[src/rtl/fifo_cmd_ctrl.sv]
// Command sequencer: pops ASCII commands from an FWFT FIFO and merges them with button pulses.
// Optional macro FIFO_CMD_LOWER_EN makes lowercase command letters decode like uppercase ones.
module fifo_cmd_ctrl #(
    parameter int unsigned GAP_CYCLES = 4
) (
    input  logic       clk,
    input  logic       rst,
    input  logic       i_fifo_empty,
    input  logic [7:0] i_fifo_rdata,
    output logic       o_fifo_pop,
    input  logic       i_btn_l_pulse,
    input  logic       i_btn_r_pulse,
    input  logic       i_btn_u_pulse,
    input  logic       i_btn_d_pulse,
    output logic       o_left_pulse,
    output logic       o_right_pulse,
    output logic       o_up_pulse,
    output logic       o_down_pulse,
    output logic       o_clear_pulse,
    output logic       o_mode_sel,
    output logic       o_busy,
    output logic [7:0] o_err_cnt
);

    typedef enum logic [1:0] {
        IDLE,
        EMIT,
        GAP
    } state_t;

    typedef enum logic [2:0] {
        CMD_L,
        CMD_R,
        CMD_U,
        CMD_D,
        CMD_C,
        CMD_M,
        CMD_BAD
    } cmd_t;

    localparam logic [7:0] GAP_LOAD = 8'(GAP_CYCLES - 1);

    function automatic cmd_t decode(input logic [7:0] b);
        logic [7:0] c;
        c = b;
`ifdef FIFO_CMD_LOWER_EN
        // Clearing bit 5 maps the six accepted lowercase letters onto uppercase.
        case (b)
            8'h6C, 8'h72, 8'h75, 8'h64, 8'h63, 8'h6D: c = b & 8'hDF;
            default: c = b;
        endcase
`endif
        case (c)
            8'h4C:   decode = CMD_L;
            8'h52:   decode = CMD_R;
            8'h55:   decode = CMD_U;
            8'h44:   decode = CMD_D;
            8'h43:   decode = CMD_C;
            8'h4D:   decode = CMD_M;
            default: decode = CMD_BAD;
        endcase
    endfunction

    state_t     state_q, state_d;
    logic [7:0] cmd_q, cmd_d;
    logic [7:0] gap_q, gap_d;
    logic [7:0] err_q, err_d;
    logic       mode_q, mode_d;
    logic       left_q, left_d;
    logic       right_q, right_d;
    logic       up_q, up_d;
    logic       down_q, down_d;
    logic       clear_q, clear_d;

    cmd_t       cmd_kind;
    logic       btn_any;
    logic       pop;
    logic       cmd_l, cmd_r, cmd_u, cmd_d_dir, cmd_c;

    assign cmd_kind = decode(cmd_q);
    assign btn_any  = i_btn_l_pulse | i_btn_r_pulse | i_btn_u_pulse | i_btn_d_pulse;

    always_comb begin
        state_d   = state_q;
        cmd_d     = cmd_q;
        gap_d     = gap_q;
        err_d     = err_q;
        mode_d    = mode_q;
        pop       = 1'b0;
        cmd_l     = 1'b0;
        cmd_r     = 1'b0;
        cmd_u     = 1'b0;
        cmd_d_dir = 1'b0;
        cmd_c     = 1'b0;

        case (state_q)
            IDLE: begin
                if (!i_fifo_empty) begin
                    pop     = 1'b1;
                    cmd_d   = i_fifo_rdata;
                    state_d = EMIT;
                end
            end
            EMIT: begin
                case (cmd_kind)
                    CMD_M: begin
                        mode_d  = ~mode_q;
                        gap_d   = GAP_LOAD;
                        state_d = GAP;
                    end
                    CMD_BAD: begin
                        if (err_q != 8'hFF) begin
                            err_d = err_q + 8'd1;
                        end
                        state_d = IDLE;
                    end
                    default: begin
                        // A button pulse this cycle holds the command back so the two never coincide.
                        if (!btn_any) begin
                            cmd_l     = (cmd_kind == CMD_L);
                            cmd_r     = (cmd_kind == CMD_R);
                            cmd_u     = (cmd_kind == CMD_U);
                            cmd_d_dir = (cmd_kind == CMD_D);
                            cmd_c     = (cmd_kind == CMD_C);
                            gap_d     = GAP_LOAD;
                            state_d   = GAP;
                        end
                    end
                endcase
            end
            GAP: begin
                if (gap_q == 8'd0) begin
                    state_d = IDLE;
                end else begin
                    gap_d = gap_q - 8'd1;
                end
            end
            default: state_d = IDLE;
        endcase
    end

    assign left_d  = i_btn_l_pulse | cmd_l;
    assign right_d = i_btn_r_pulse | cmd_r;
    assign up_d    = i_btn_u_pulse | cmd_u;
    assign down_d  = i_btn_d_pulse | cmd_d_dir;
    assign clear_d = cmd_c;

    always_ff @(posedge clk) begin
        if (rst) begin
            state_q <= IDLE;
            cmd_q   <= '0;
            gap_q   <= '0;
            err_q   <= '0;
            mode_q  <= 1'b0;
            left_q  <= 1'b0;
            right_q <= 1'b0;
            up_q    <= 1'b0;
            down_q  <= 1'b0;
            clear_q <= 1'b0;
        end else begin
            state_q <= state_d;
            cmd_q   <= cmd_d;
            gap_q   <= gap_d;
            err_q   <= err_d;
            mode_q  <= mode_d;
            left_q  <= left_d;
            right_q <= right_d;
            up_q    <= up_d;
            down_q  <= down_d;
            clear_q <= clear_d;
        end
    end

    // Pop is held off while reset is asserted so no byte is consumed and then discarded.
    assign o_fifo_pop    = pop & ~rst;
    assign o_left_pulse  = left_q;
    assign o_right_pulse = right_q;
    assign o_up_pulse    = up_q;
    assign o_down_pulse  = down_q;
    assign o_clear_pulse = clear_q;
    assign o_mode_sel    = mode_q;
    assign o_busy        = (state_q != IDLE);
    assign o_err_cnt     = err_q;

endmodule
[config.mk]
export PLATFORM = sky130hd
export DESIGN_NAME = fifo_cmd_ctrl
export DESIGN_NICKNAME = d
export VERILOG_FILES = /design/src/rtl/fifo_cmd_ctrl.sv
export SDC_FILE = /design/constraint.sdc
export NUM_CORES = 1
export LEC_CHECK = 0
export BUFFER_PORTS_ARGS = -buffer_cell sky130_fd_sc_hd__clkbuf_2
export CORE_MARGIN = 1.5
export CORE_UTILIZATION = 55
export DETAILED_ROUTE_END_ITERATION = 10
export GPL_TIMING_DRIVEN = 0
export PLACE_DENSITY = 0.79
export SYNTH_ARGS = -nofsm -noshare
export SYNTH_HDL_FRONTEND = slang
export SYNTH_SLANG_ARGS = --single-unit
[constraint.sdc]
create_clock -name clk -period 2.9 [get_ports clk]
set_input_delay 0.145 -clock clk [delete_from_list [all_inputs] [get_ports clk]]
set_output_delay 0.145 -clock clk [all_outputs]
set_load 0.005 [all_outputs]
==> Word-level counts from Yosys, hierarchy flattened <==
Index checks and enable logic that the tools add are counted.
Widths: inputs -> output; s select.
{ "classes": {"n_addsub": 2, "multipliers": 0, "div": 0, "n_lt_le_gt_ge": 0, "eq_ne": 21, "shifts": 0, "mux": 24, "bitwise_logic": 12, "reduce_logical": 12} }
{ "ops": {"columns": ["operator", "count"], "rows": [
  ["$eq 8x7->1 const B", 6],
  ["$pmux 8 s2", 2],
  ["$pmux 3 s6", 1],
  ["$mux 8", 2],
  ["$mux 1", 14],
  ["$eq 3x3->1 const B", 3],
  ["$add 8x1->8 const B", 1],
  ["$logic_not 8->1", 1],
  ["$ne 2x2->1 const B", 4],
  ["$ne 8x8->1 const B", 1],
  ["$sub 8x1->8 const B", 1],
  ["$or 1x1->1", 7],
  ["$eq 3x2->1 const B", 2],
  ["$mux 2", 3],
  ["$pmux 2 s3", 1],
  ["$reduce_and 3->1", 2],
  ["$reduce_or 5->1", 1],
  ["$ne 4x4->1 const B", 1],
  ["$not 1->1", 4],
  ["$pmux 2 s2", 1],
  ["$reduce_and 2->1", 2],
  ["$reduce_and 4->1", 1],
  ["$reduce_bool 2->1", 2],
  ["$eq 3x1->1 const B", 1],
  ["other kinds (7)", 7]
]} }
{ "word_totals": {"register_bits": 32, "latch_bits": 0, "mem_bits_rw": 0, "mem_bits_ro": 0, "inputBits": 15, "out_inout_bits": 16, "wordCells": 81, "n_memories": 0} }

==> Logic depth before layout (Yosys ltp) <==
{ "logic_depth": {"ltp_word": 7, "depth_mapped": 6} }

==> Worst setup path before layout <==
Ideal clock, no wire load.
{ "synth_timing": {"kind": "reg-to-reg", "startpoint": "register cmd_q[2]", "endpoint": "register err_q[4], in the netlist o_err_cnt[4]", "arrival_ns": 1.549, "setup_slack_ns": 1.228, "stages_incl_launch_ff": 6, "path_cell_list": "dfxtp_1 or3b_4 o31ai_4 buf_6 nor4_1 mux2_1"} }
{ "synth_between": {"elab_chain_cells": 4, "elab_cells_between_ends": 9} }
{ "synth_lines": {"columns": ["item", "line", "rtl"], "rows": [
  ["from (decl)", "65", "logic [7:0] cmd_q, cmd_d;"],
  ["from (signal assigned)", "162", "cmd_q <= cmd_d;"],
  ["$eq 8x7->1", "53", "case (c)"],
  ["$pmux 3 s6 *", "53", null],
  ["$eq 3x3->1 *", "105", "case (cmd_kind)"],
  ["$reduce_and 3->1 (no line) *", null, null],
  ["to (signal assigned)", "164", "err_q <= err_d;"],
  ["to (decl)", "67", "logic [7:0] err_q, err_d;"]
]} }
Every way passes the cells marked *; elsewhere a longest branch is shown, timed or not.
A chain may end at the register's enable or synchronous reset.

==> Worst setup path after layout <==
{ "layout_timing": {"startpoint": "register cmd_q[1]", "endpoint": "register err_q[4], in the netlist o_err_cnt[4]"} }
The elaborated chain is that of the path after synthesis.

==> summary.md <==
| Metric | Value |
|---|---|
| RSZ-0062 raised after global routing | false |
| CTS Hold Buffers Added | 0 |
| Design Area, Final | 2024 µm² |
| Syn Inst Count | 208 |
| Worst-margin pin slew | 0.6301 ns |
| All-Layer GR Usage | 24.82% |
| Placed cell count | 282 |
| Worst-skew pair later-pin latency | 0.34 ns |
| Post-CTS resize count | 0 |
| Final slew viol count | 0 |
| Final net count | 263 |
| Final Non-Filler Cells | 289 |
| Antenna diodes | 0 |
| Max-Cap Viols | 0 |
| Ys async rst share | 0% |
| Final Cycle Share | 65.13% |
| Final hold violations | 0 |
| Maximum level of the CTS H-tree | 2 |
| Max Fclk | 0.5295 GHz |
| Yosys top cell by area | dfxtp_1 |
| Initial DRC count | 73 |
| Mapped Area | 1773 µm² |
| Main synth FF type | dfxtp_1 |
| Leak | 0.8072 nW |
| Die ar. | 3573 µm² |
| Routability congestion estimate | 0.8830 |
| Hold WC Path Type | in -> reg |
| Setup repair bufs after CTS | 0 |
| Number of global-route vias before repair | 1,457 |
| Commonest non-fill, non-tap cells in the layout | 32 x dfxtp_1, 30 x clkbuf_2, 23 x a21oi_1, 23 x nand2_1, 15 x nor2_1 |
| WP data arrival | 2.13 ns |
| Initial antenna violation count | 0 |
| Post-synthesis sequential element count | 32 |
| Yosys warning count | 0 |
| Mean Syn Cell Area | 8.524 µm² |
| Fillers | 308 |
| First-pass GRT wire length | 6548 µm |
| Core area | 3053 µm² |
| Commonest non-fill, non-tap cell in the layout | dfxtp_1 |
| Syn_nets | 226 |
| Vias | 1,710 |
| Clk Tree Root Cell | clkbuf_4 |
| # IOs | 31 |
| Drc violations | 0 |
| # port buffers | 30 |
| Starting Density | 58.07% |
| CTS Buffer Depth | 2 |
| Clock Pin Slew Worst Setup and Hold Paths | 0.10 ns |
| Syn-to-layout area delta | 14.18% |
| Largest net degree at the start of global routing | 11 |
| Layout cells sized above 1 | 21.63% |
| Total CTS buffers | 5 |
| Crit path launch type | flip-flop |
| VDD IR max | 0.2292 mV |
| Crit Path Class | reg -> reg |
| Die height | 59.78 µm |
| Post-Route Utilization | 66.31% |
| Setup crit end kind | flip-flop |
| Synth area leaders | dfxtp_1 36%, a21oi_1 6.5%, nand2_1 4.9%, nor2_1 3.2%, mux2i_1 2.8% |
| Cell Pwr Density | 389.0 nW/µm² |
| Post-DR wirelength/cell | 13.77 µm |
| # rows | 20 |
| Final min period | 1.889 ns |
| GRT overflow | 0 |
| Routed Antenna Nets | 0 |
| Synth unique cells | 56 |
| Die width | 59.78 µm |
| CP Max Fanout | 10 |
| Worst slew margin | 57.90% |
| Avg Vias per Cell | 5.917 |
| Setup Total Neg Slack | 0 ns |
| Seq/Total Area, Yosys | 36.13% |
| Outcome | finished, final reports clean |
| Total routed wirelength | 3980 µm |
| Placed Area | 1978 µm² |
| Clock skew | 0.008255 ns |
| DRT Pass-1 Iters | 4 |
| Clock sinks | 32 |
| CTS tree | done |
| Top cell type's share of synthesized area | 36.13% |
| Final setup fails | 0 |
| Multi-input logic area | 1052 µm² |
| EDFF count, synth | 0 |
| Critical Path RT | 3.14 ns |
| Storage element area | 640.6 µm² |
| DP Wirelength | 2886 µm |
-- layout make-up --
class	instances	share of cell area (%)
buffer	11	2.658
sequential	32	31.64
clock buffer	6	2.040
inverter	7	1.298
tap	44	2.719
multi-input combinational	158	51.98
clock inverter	1	0.2472
timing repair buffer	30	7.417
-- registers in the layout, summed over array words and instances, names as in the netlist --
signal and flops:
o_mode_sel 1, o_clear_pulse 1, gap_q 8, o_up_pulse 1, cmd_q 8, o_left_pulse 1, o_err_cnt 8, o_right_pulse 1
state_q 2, o_down_pulse 1
-- kinds of logic after synthesis --
group           after synthesis  synth area share, %
fa+ha+maj                     3                2.117
mux                           8                4.940
compound gates               56                21.74
buf+inv                      18                4.517
flops                        32                36.13
xor+xnor                      1               0.4941
simple gates                 90                30.06
-- cells in the mapped netlist, types with 2 or more instances --
master     number
dfxtp_1        32
a21oi_1        23
nand2_1        23
nor2_1         15
nand3_1         8
clkbuf_1        7
inv_1           7
o31ai_1         6
mux2i_1         5
o22ai_1         5
or4_1           5
nor4_1          4
o21ai_0         4
ha_1            3
nand4_1         3
nand4bb_1       3
nor2b_1         3
nor3_1          3
a211oi_1        2
a31oi_1         2
and2_1          2
and2b_1         2
mux2_1          2
nand2b_1        2
o2111ai_1       2
o211ai_1        2
o31a_1          2
or3b_2          2
or3b_4          2
-- worst max-delay path: stages, from the launching register on --
cell and delay [ns]:
dfxtp_1 0.49, nand4b_1 0.24, a311oi_1 0.16, buf_4 0.20
nor4_1 0.34, mux2_1 0.37
-- metal layers --
layer / vias to the layer above / share of wire, % / GRT usage, %
li1: 846 / - / -
met4: 0 / 2.1 / 9.206
met5: - / 0 / 0
met1: 805 / 46 / 31.55
met3: 11 / 4.9 / 7.359
met2: 48 / 47 / 39.60
-- report_power, final --
| group | total, W | internal, W | switching, W |
|---|---|---|---|
| clock network | 0.000238 | 0.0000891 | 0.000149 |
| logic | 0.0000873 | 0.0000382 | 0.0000491 |
| registers | 0.000462 | 0.000451 | 0.0000112 |
-- metrics by stage --
step	hold WS, ns	setup WS [ns]	total power (W)
floorplan	0.2535	1.228	0.0005281
global placement	0.3679	1.065	0.0005574
detailed placement	0.3697	1.038	0.0005595
CTS	0.01253	1.033	0.0007931
global route	0.02454	0.8852	0.0008219
finish	0.01770	1.011	0.0007876
-- worst paths after layout --
check | slack (ns) | startpoint | cells after the start | end
worst max-delay path | 1.01 | cmd_q[1] | 5 | o_err_cnt[4]
worst min-delay path | 0.02 | i_fifo_rdata[7] | 3 | cmd_q[7]
worst max register to register | 1.01 | cmd_q[1] | 5 | o_err_cnt[4]
worst min register to register | 0.47 | cmd_q[6] | 2 | cmd_q[6]
Note: power is estimated with default switching activity, not from simulation.
